<file path="config.mk">
export PLATFORM = sky130hd
export DESIGN_NAME = mips_regfile_write_arbiter
export DESIGN_NICKNAME = d
export VERILOG_FILES = /design/src/rtl/mips_regfile_write_arbiter.sv
export SDC_FILE = /design/constraint.sdc
export NUM_CORES = 1
export LEC_CHECK = 0
export ABC_AREA = 1
export CAP_MARGIN = 20
export CORE_MARGIN = 10
export CORE_UTILIZATION = 30
export CTS_CLUSTER_SIZE = 14
export DETAILED_ROUTE_END_ITERATION = 12
export PLACE_DENSITY = 0.66
export SETUP_SLACK_MARGIN = 0.3
export SLEW_MARGIN = 25
export SYNTH_ARGS = -nofsm -noshare
export SYNTH_HDL_FRONTEND = slang
export SYNTH_SLANG_ARGS = --single-unit
</file>
<file path="constraint.sdc">
create_clock -name CLK -period 1.8 [get_ports CLK]
set_input_delay 0.54 -clock CLK [delete_from_list [all_inputs] [get_ports CLK]]
set_output_delay 0.54 -clock CLK [all_outputs]
set_load 0.02 [all_outputs]
</file>
<file path="src/rtl/mips_regfile_write_arbiter.sv">
// Two-port writeback arbiter for the MIPS register file: port 0 priority, port 1 starvation guard.
// Optional REGFILE_ARB_STATS_EN adds saturating ConflictCount / ForceCount outputs.
module mips_regfile_write_arbiter #(
    parameter int DATA_W   = 32,
    parameter int ADDR_W   = 5,
    parameter int MAX_WAIT = 4
) (
    input  logic              CLK,
    input  logic              RESET,
    input  logic              Req0Valid,
    input  logic [ADDR_W-1:0] Req0Addr,
    input  logic [DATA_W-1:0] Req0Data,
    output logic              Req0Ready,
    input  logic              Req1Valid,
    input  logic [ADDR_W-1:0] Req1Addr,
    input  logic [DATA_W-1:0] Req1Data,
    output logic              Req1Ready,
    output logic              RegWrite,
    output logic [ADDR_W-1:0] WriteAddress,
    output logic [DATA_W-1:0] DataIn,
    output logic              Starving
`ifdef REGFILE_ARB_STATS_EN
    ,
    output logic [15:0]       ConflictCount,
    output logic [15:0]       ForceCount
`endif
);

    localparam logic [7:0] MaxWait = 8'(MAX_WAIT);

    logic [7:0]        wait_cnt_q, wait_cnt_d;
    logic              regwrite_q, regwrite_d;
    logic [ADDR_W-1:0] addr_q, addr_d;
    logic [DATA_W-1:0] data_q, data_d;
    logic              starving;
    logic              ready0, ready1;
    logic              hs0, hs1;

    assign starving = (wait_cnt_q == MaxWait);
    assign ready0   = !starving;
    assign ready1   = starving || !Req0Valid;
    assign hs0      = Req0Valid && ready0;
    assign hs1      = Req1Valid && ready1;

    always_comb begin
        wait_cnt_d = wait_cnt_q;
        if (!Req1Valid || hs1) begin
            wait_cnt_d = 8'd0;
        end else if (wait_cnt_q < MaxWait) begin
            wait_cnt_d = wait_cnt_q + 8'd1;
        end
    end

    // hs0 and hs1 are mutually exclusive by construction of the readies.
    always_comb begin
        regwrite_d = 1'b0;
        addr_d     = addr_q;
        data_d     = data_q;
        if (hs1) begin
            regwrite_d = (Req1Addr != '0);
            addr_d     = Req1Addr;
            data_d     = Req1Data;
        end else if (hs0) begin
            regwrite_d = (Req0Addr != '0);
            addr_d     = Req0Addr;
            data_d     = Req0Data;
        end
    end

    always_ff @(posedge CLK or posedge RESET) begin
        if (RESET) begin
            wait_cnt_q <= 8'd0;
            regwrite_q <= 1'b0;
            addr_q     <= '0;
            data_q     <= '0;
        end else begin
            wait_cnt_q <= wait_cnt_d;
            regwrite_q <= regwrite_d;
            addr_q     <= addr_d;
            data_q     <= data_d;
        end
    end

    assign Req0Ready    = ready0;
    assign Req1Ready    = ready1;
    assign Starving     = starving;
    assign RegWrite     = regwrite_q;
    assign WriteAddress = addr_q;
    assign DataIn       = data_q;

`ifdef REGFILE_ARB_STATS_EN
    logic [15:0] conflict_q, conflict_d;
    logic [15:0] force_q, force_d;

    always_comb begin
        conflict_d = conflict_q;
        force_d    = force_q;
        if (Req0Valid && Req1Valid && conflict_q != 16'hFFFF) begin
            conflict_d = conflict_q + 16'd1;
        end
        if (starving && Req1Valid && force_q != 16'hFFFF) begin
            force_d = force_q + 16'd1;
        end
    end

    always_ff @(posedge CLK or posedge RESET) begin
        if (RESET) begin
            conflict_q <= 16'd0;
            force_q    <= 16'd0;
        end else begin
            conflict_q <= conflict_d;
            force_q    <= force_d;
        end
    end

    assign ConflictCount = conflict_q;
    assign ForceCount    = force_q;
`endif

endmodule

</file>
==> results of run 1 <==
area by class of cell:
type	instances	area share [%]
clock inverters	1	0.647
well taps	99	2.67
inverters	12	1.16
repair buffers	167	40.7
flip-flops and latches	46	24.8
multi-input cells	181	28.3
clock buffers	6	1.78
where the power goes:
| part | total (uW) | switching, uW | internal [uW] | leakage (uW) |
|---|---|---|---|---|
| registers | 1170 | 56.3 | 1110 | 0.000570 |
| clock network | 810 | 365 | 445 | 0.0000573 |
| logic | 928 | 456 | 472 | 0.00146 |
cell usage after synthesis:
| cell | count |
|---|---|
| ha_1 | 2 |
| buf_4 | 2 |
| dfrtp_1 | 46 |
| nor3_1 | 1 |
| clkbuf_1 | 5 |
| buf_1 | 4 |
| a21oi_1 | 2 |
| buf_6 | 3 |
| nor2_1 | 12 |
| o21ai_2 | 1 |
| o21ai_0 | 1 |
| nand3_2 | 2 |
| or2_1 | 1 |
| inv_1 | 10 |
| nand4_1 | 2 |
| buf_2 | 10 |
| nand2_1 | 6 |
| nand3_1 | 151 |
| inv_2 | 2 |
flip-flops by register name, summed over array words and instances (netlist names):
name,cells
wait_cnt_q,8
WriteAddress,5
RegWrite,1
DataIn,32
layer usage:
layer	up-vias	track usage (%)	share of wire [%]
met1	1434	23.5	39
li1	1233	-	-
met5	-	0	0
met4	0	8.41	3.2
met2	158	32.8	49
met3	38	5.07	8.5
kinds of logic (layout without fill, tap and decap cells):
| logic type | Yosys count | count (layout) |
|---|---|---|
| AND/OR/NAND/NOR | 175 | 175 |
| adder cells (fa/ha/maj) | 2 | 2 |
| flip-flops | 46 | 46 |
| buffers and inverters | 36 | 186 |
| AO/OA/AOI/OAI | 4 | 4 |
path summary, 6_finish.rpt:
kind,start,end,slack (ns)
worst max-delay path,wait_cnt_q[0],WriteAddress[2],-0.18
worst min-delay path,DataIn[14],DataIn[14],0.51
worst max register to register,wait_cnt_q[0],WriteAddress[2],-0.18
worst min register to register,DataIn[14],DataIn[14],0.51
max in group asynchronous,RESET,wait_cnt_q[1],0.92
min in group asynchronous,RESET,DataIn[28],0.66
worst register-to-register path, delay by kind of cell, from the launching register on:
family,cells,cell delay (ns)
compound gates,1,0.17
fa+ha+maj,1,0.15
buf+inv,9,1.01
flops,1,0.40
simple gates,3,0.21
metrics by stage:
step | setup slack [ns] | power, uW | instances | setup TNS [ns]
floorplan | 0.0570 | 1470 | 263 | 0
global route | -0.235 | 3010 | 512 | -7.02
detailed placement | -0.410 | 1880 | 471 | -4.76
global placement | -0.363 | 1870 | 471 | -2.21
finish | -0.180 | 2910 | 512 | -4.49
CTS | -0.158 | 2850 | 509 | -2.43
repair_timing:
| action | 4_1_cts | 5_1_grt |
|---|---|---|
| pin swaps | 11 | 26 |
| gates cloned | 14 | 2 |
| hold buffers | 0 | 0 |
| endpoints found under the setup margin | 87 | 75 |
| gates resized for setup | 179 | 99 |
| buffers inserted | 17 | 1 |
==> impl_metrics.json, run 1 <==
{
  "synthXorXnorAreaFrac_pct": 0,
  "final_nets": 493,
  "synth_compound_gate_area_share_pct": 1.06,
  "max_freq_mhz": 505,
  "ys_seq_area_share_pct": 51.3,
  "synthMuxAreaShare_pct": 0,
  "cts_max_level": 2,
  "violations": "negative setup slack",
  "p_leak_uw": 0.00209,
  "cts_buffer_depth": 2,
  "final_common_cell": "nand3_1",
  "numCtsBuffers": 5,
  "grt_pass1_wl_um": 17400,
  "hp-class": "register to register",
  "outcome": "finished with violations",
  "fillers": 549,
  "grtUsageTotal_pct": 19.7,
  "die_h_um": 107,
  "grt_start_max_net_pins": 47,
  "required_ns": 2.04,
  "whs_ns": 0.514,
  "fin_crit_sh_pct": 110,
  "crit_chain": "inv_2 > ha_4 > nand3_4 > buf_6 > o21ai_4 > buf_6 > buf_6 > buf_6 > buf_6 > buf_8 > buf_12 > buf_16 > nand3_4 > nand3_2",
  "syn_inst": 263,
  "relSlewSlack_pct": 67.0,
  "syn_nets": 343,
  "path_depth": 14,
  "maxCapViolCount": 0,
  "setup_slack_ns": -0.180,
  "synth_top_family_by_area": "simple AND/OR/NAND/NOR gates",
  "worstSetupPathType": "register to register",
  "placementRows": 31,
  "synth_cell_type_count": 19,
  "portBuffers": 118,
  "cts_tree": "done",
  "core_area_um2": 7250,
  "worstPathArrival_ns": 2.22,
  "drc": 0,
  "yosys.area_share.adder_pct": 1.11,
  "path_buf_inv": 9,
  "cp_common_cell": "buf_6",
  "worstSetupEndpointType": "register",
  "syn_area_per_cell_um2": 8.53,
  "overflow": 0,
  "ys_warn_count": 0,
  "synthTopCellsByArea": "dfrtp_1, nand3_1, buf_2, nor2_1, inv_1",
  "hold_depth": 2,
  "setup_viol": 40,
  "dpl_cell_area_um2": 3570,
  "die-area_um2": 11300,
  "ios": 119,
  "synth_top_area_share_pct": 51.3,
  "initial_core_util_pct": 30.9,
  "drt-initial-drc-count": 196,
  "peakVddDrop_v": 0.000299,
  "critPathMaxStageDelay_ns": 0.40,
  "synth_simple_gate_area_share_pct": 38.6,
  "clock_skew_ns": 0.0127,
  "via_per_inst": 5.59,
  "grt_pass1_vias": 2935,
  "crit_path_max_fanout": 5,
  "start_kind": "register",
  "place_hpwl_um": 5940,
  "die-width_um": 107,
  "place.gp.congestion": 0.730,
  "yosysTopAreaCell": "dfrtp_1",
  "insertion_delay_ns": 0.30,
  "antenna_found_initial": 0,
  "drtAntennaViolNets": 0,
  "reg2reg_depth": 14,
  "fin_crit_ns": 1.98,
  "clkSlewWorstSetupHoldPaths_ns": 0.09,
  "final_cell_mix": "nand3_1, clkdlybuf4s50_1, dfrtp_1",
  "crit_slowest_cell": "dfrtp_1",
  "fin_area_um2": 4640,
  "grt_setup_unrepaired": "yes",
  "synth_seq_cells": 46,
  "drt-wirelength-per-cell_um": 24.0,
  "drt-total-wl_um": 12300,
  "worst_pin_slew_ns": 0.495,
  "root_buffer": "clkbuf_8",
  "layout-drive-gt1-share_pct": 40.4,
  "multiInputGateArea_um2": 1310,
  "cts_sinks": 46,
  "finalCoreUtilization_pct": 64.0,
  "cp_top_family": "buffers and inverters",
  "slew_violations": 0,
  "firstDrtPassIters": 5,
  "register_area_um2": 1150,
  "vias": 2863,
  "power_density_nw_per_um2": 627,
  "netlist_area_um2": 2240,
  "area_growth_pct": 107,
  "antenna-diode-count": 0,
  "finalHoldViolCount": 0
}
(Power assumes the default switching activity.)
==> run 2, diff against run 1 <==
--- a/config.mk
+++ b/config.mk
@@ -9,10 +9,12 @@
 export CAP_MARGIN = 20
 export CORE_MARGIN = 10
 export CORE_UTILIZATION = 30
+export CTS_BUF_LIST = sky130_fd_sc_hd__clkbuf_8
 export CTS_CLUSTER_SIZE = 14
 export DETAILED_ROUTE_END_ITERATION = 12
 export PLACE_DENSITY = 0.66
 export SETUP_SLACK_MARGIN = 0.3
+export SKIP_CTS_REPAIR_TIMING = 1
 export SLEW_MARGIN = 25
 export SYNTH_ARGS = -nofsm -noshare
 export SYNTH_HDL_FRONTEND = slang
==> impl_metrics.json, run 2 (same netlist as run 1, synthesis figures left out) <==
{
  "max_freq_mhz": 506,
  "antenna-diode-count": 0,
  "grtUsageTotal_pct": 14.3,
  "r2r_start": "wait_cnt_q[0]",
  "fin_area_um2": 3940,
  "ios": 119,
  "overflow": 0,
  "die-width_um": 107,
  "hp-class": "register to register",
  "drt-wirelength-per-cell_um": 19.5,
  "worstSetupPathType": "register to output port",
  "grt_start_max_net_pins": 77,
  "antenna_found_initial": 0,
  "finalHoldViolCount": 0,
  "whs_ns": 0.498,
  "place_hpwl_um": 5940,
  "vias": 2524,
  "crit_slowest_cell": "dfrtp_1",
  "cts_max_level": 2,
  "peakVddDrop_v": 0.000302,
  "via_per_inst": 5.18,
  "worstSetupEndpointType": "output port",
  "core_area_um2": 7250,
  "violations": "negative setup slack",
  "maxCapViolCount": 0,
  "drt-initial-drc-count": 192,
  "die_h_um": 107,
  "placementRows": 31,
  "place.gp.congestion": 0.730,
  "power_uw": 2680,
  "slew_violations": 0,
  "drtAntennaViolNets": 0,
  "grt_pass1_vias": 2541,
  "power_density_nw_per_um2": 680,
  "firstDrtPassIters": 4,
  "numCtsBuffers": 5,
  "root_buffer": "clkbuf_8",
  "layout-drive-gt1-share_pct": 11.9,
  "fillers": 680,
  "cts_sinks": 46,
  "hp-start": "wait_cnt_q[7]",
  "busiest_layer": "met2",
  "dpl_cell_area_um2": 3570,
  "outcome": "finished with violations",
  "cts_buffer_depth": 2,
  "drc": 0,
  "die-area_um2": 11300,
  "insertion_delay_ns": 0.30,
  "worst_pin_slew_ns": 0.478,
  "met3_usage_pct": 3.68,
  "largest_reg_flops": 32,
  "final_cell_mix": "nand3_1, clkdlybuf4s50_1, dfrtp_1",
  "portBuffers": 118,
  "p_leak_uw": 0.00205,
  "grt_pass1_wl_um": 13300,
  "grt_setup_unrepaired": "yes",
  "grtUsageMet2_pct": 23.7,
  "fin_crit_ns": 1.98,
  "crit_path_max_fanout": 4,
  "clkSlewWorstSetupHoldPaths_ns": 0.07,
  "critPathMaxStageDelay_ns": 0.40,
  "setup_slack_ns": -0.178,
  "crit_start": "wait_cnt_q[0]",
  "cts_tree": "done",
  "fin_crit_sh_pct": 110,
  "grtUsageMet1_pct": 18.2,
  "drt-total-wl_um": 9500,
  "crit_chain": "inv_2 > ha_2 > nand3_2 > or2_4 > clkinv_4 > buf_6",
  "setup_viol": 3,
  "relSlewSlack_pct": 68.1,
  "initial_core_util_pct": 30.9,
  "final_common_cell": "nand3_1",
  "start_kind": "register",
  "clock_skew_ns": 0.0119,
  "final_nets": 468,
  "area_growth_pct": 75.7,
  "worstPathArrival_ns": 1.44,
  "required_ns": 1.26
}
run 2: changes by cell type in the layout (fill, tap and decap cells not counted), moves of 3 or more:
| cell | delta |
|---|---|
| nand3_1 | +52 |
| nand3_2 | -42 |
| dlymetal6s2s_1 | +37 |
| buf_2 | -36 |
| buf_16 | -12 |
| nand3_4 | -10 |
| buf_6 | -8 |
| buf_12 | -7 |
| nor2_1 | +5 |
| buf_4 | +4 |
| nor2_4 | -3 |
run 2: per-stage QoR:
step                setup TNS, ns  instances  worst slack (ns)  util (%)
floorplan                       0        263            0.0570         -
global placement            -2.21        471            -0.363      49.2
detailed placement          -4.76        471            -0.410      49.2
CTS                         -7.04        478            -0.737      50.8
global route               -0.715        487            -0.246      54.4
finish                     -0.513        487            -0.178      54.4
run 2: metal layers:
| layer | share of wire (%) | routed length, um | up-vias |
|---|---|---|---|
| met5 | 0 | 0 | - |
| met4 | 0.62 | 59 | 0 |
| met3 | 7.9 | 747 | 6 |
| met2 | 47 | 4500 | 115 |
| met1 | 44 | 4190 | 1228 |
| li1 | - | - | 1175 |
run 2: layout make-up:
class | instances | area [um2] | area share, %
clock buffer | 6 | 82.6 | 2.09
clock inverter | 1 | 30.0 | 0.761
inverter | 12 | 53.8 | 1.36
multi-input combinational | 181 | 936 | 23.7
sequential | 46 | 1150 | 29.2
tap | 99 | 124 | 3.14
timing repair buffer | 142 | 1570 | 39.7
run 2: report_power, final:
| part | total (uW) | switching, uW | leakage (uW) | internal, uW |
|---|---|---|---|---|
| clock network | 798 | 353 | 0.0000573 | 445 |
| logic | 727 | 349 | 0.00142 | 378 |
| registers | 1160 | 40.6 | 0.000570 | 1110 |
| total | 2680 | 743 | 0.00205 | 1940 |
run 2: final timing paths:
path                                  to  slack [ns]  depth (start not counted)
max                             Starving       -0.18                          6
min                        wait_cnt_q[7]        0.50                          2
max reg2reg                   DataIn[17]        0.18                          9
min reg2reg                wait_cnt_q[7]        0.50                          2
max in group asynchronous  wait_cnt_q[5]        0.91                          3
min in group asynchronous     DataIn[28]        0.66                          3
run 2: critical path: cells and delay by family, from the launching register on:
kind / cells / cell delay, ns
adder cells (fa/ha/maj): 1 / 0.17
buffers and inverters: 3 / 0.22
flip-flops: 1 / 0.40
AND/OR/NAND/NOR: 2 / 0.36
==> run 3, diff against run 2 <==
--- a/config.mk
+++ b/config.mk
@@ -13,6 +13,7 @@
 export CTS_CLUSTER_SIZE = 14
 export DETAILED_ROUTE_END_ITERATION = 12
 export PLACE_DENSITY = 0.66
+export RECOVER_POWER = 100
 export SETUP_SLACK_MARGIN = 0.3
 export SKIP_CTS_REPAIR_TIMING = 1
 export SLEW_MARGIN = 25
==> impl_metrics.json, run 3 (same netlist as run 1, synthesis figures left out) <==
{
  "fillers": 744,
  "max_freq_mhz": 504,
  "grt_start_max_net_pins": 77,
  "required_ns": 1.26,
  "fin_crit_sh_pct": 110,
  "met3_usage_pct": 3.68,
  "cts_sinks": 46,
  "grtUsageMet2_pct": 23.7,
  "whs_ns": 0.497,
  "die_h_um": 107,
  "cts_tree": "done",
  "drt-total-wl_um": 9530,
  "drt-wirelength-per-cell_um": 19.6,
  "peakVddDrop_v": 0.000305,
  "grtUsageTotal_pct": 14.3,
  "drtAntennaViolNets": 0,
  "grt_pass1_wl_um": 13300,
  "crit_path_max_fanout": 4,
  "root_buffer": "clkbuf_8",
  "fin_cells": 487,
  "fin_crit_ns": 1.98,
  "ios": 119,
  "core_area_um2": 7250,
  "antenna-diode-count": 0,
  "maxCapViolCount": 0,
  "layout-drive-gt1-share_pct": 11.6,
  "insertion_delay_ns": 0.30,
  "grt_pass1_vias": 2541,
  "dpl_cell_area_um2": 3570,
  "setup_viol": 3,
  "placedCellCount": 471,
  "firstDrtPassIters": 6,
  "busiest_layer": "met2",
  "final_nets": 468,
  "initial_core_util_pct": 30.9,
  "fin_area_um2": 3610,
  "worstSetupPathType": "register to output port",
  "via_per_inst": 5.22,
  "die-area_um2": 11300,
  "drc": 0,
  "cts_max_level": 2,
  "drt-initial-drc-count": 166,
  "worst_pin_slew_ns": 0.650,
  "portBuffers": 118,
  "numCtsBuffers": 5,
  "placementRows": 31,
  "clkSlewWorstSetupHoldPaths_ns": 0.07,
  "relSlewSlack_pct": 56.7,
  "finalCoreUtilization_pct": 49.7,
  "hp-class": "register to register",
  "area_growth_pct": 60.6,
  "die-width_um": 107,
  "outcome": "finished with violations",
  "antenna_found_initial": 0,
  "p_leak_uw": 0.00155,
  "final_common_cell": "nand3_1",
  "place_hpwl_um": 5940,
  "grtUsageMet1_pct": 18.2,
  "final_cell_mix": "nand3_1, clkdlybuf4s50_1, dfrtp_1",
  "worstSetupEndpointType": "output port",
  "place.gp.congestion": 0.730,
  "setup_slack_ns": -0.182,
  "tns_ns": -0.526,
  "start_kind": "register",
  "overflow": 0,
  "power_density_nw_per_um2": 721,
  "worstPathArrival_ns": 1.44,
  "clock_skew_ns": 0.0132,
  "slew_violations": 0,
  "finalHoldViolCount": 0,
  "violations": "negative setup slack",
  "grt_setup_unrepaired": "yes",
  "cts_buffer_depth": 2,
  "vias": 2540,
  "largest_reg_flops": 32
}
==> run 3: changes by cell type in the layout (fill, tap and decap cells not counted), sizes merged <==
| cell | change |
|---|---|
| clkbuf | +38 |
| dlymetal6s2s | -37 |
| buf | -1 |
| dlygate4sd3 | +1 |
| clkdlybuf4s50 | -1 |
==> run 3: per-layer routing <==
| metal | part of all wire [%] | vias up |
|---|---|---|
| met1 | 46 | 1235 |
| li1 | - | 1174 |
| met3 | 5.9 | 15 |
| met5 | 0 | - |
| met2 | 47 | 116 |
| met4 | 1.2 | 0 |
==> run 3: report_power, final <==
| group | switching, uW | internal [uW] | leakage (uW) |
|---|---|---|---|
| registers | 43.7 | 1110 | 0.000570 |
| logic | 351 | 290 | 0.000918 |
| clock network | 354 | 445 | 0.0000573 |
| total | 749 | 1850 | 0.00155 |
==> run 3: cell type report <==
type | instances | area, um2 | share of cell area (%)
sequential | 46 | 1150 | 31.9
multi-input combinational | 181 | 936 | 26.0
clock inverter | 1 | 30.0 | 0.833
clock buffer | 6 | 82.6 | 2.29
tap | 99 | 124 | 3.44
timing repair buffer | 142 | 1230 | 34.1
inverter | 12 | 53.8 | 1.49
==> run 3: per-stage QoR <==
stage               worst slack (ns)  power, uW
CTS                           -0.737       2680
global placement              -0.363       1870
floorplan                     0.0570       1470
finish                        -0.182       2600
global route                  -0.246       2720
detailed placement            -0.410       1880
==> run 3: final timing paths <==
kind                            cells past startpoint  slack [ns]            end          start
worst min register to register                      2        0.50  wait_cnt_q[7]  wait_cnt_q[7]
min in group asynchronous                           3        0.95       RegWrite          RESET
worst min-delay path                                2        0.50  wait_cnt_q[7]  wait_cnt_q[7]
worst max register to register                      9        0.18     DataIn[25]  wait_cnt_q[0]
worst max-delay path                                6       -0.18       Starving  wait_cnt_q[0]
max in group asynchronous                           3        0.41  wait_cnt_q[7]          RESET
==> run 3: critical path, cell delays in order, from the launching register on <==
cell	delay, ns
dfrtp_1	0.40
inv_2	0.07
ha_2	0.17
nand3_2	0.07
or2_4	0.29
clkinv_4	0.05
buf_6	0.10
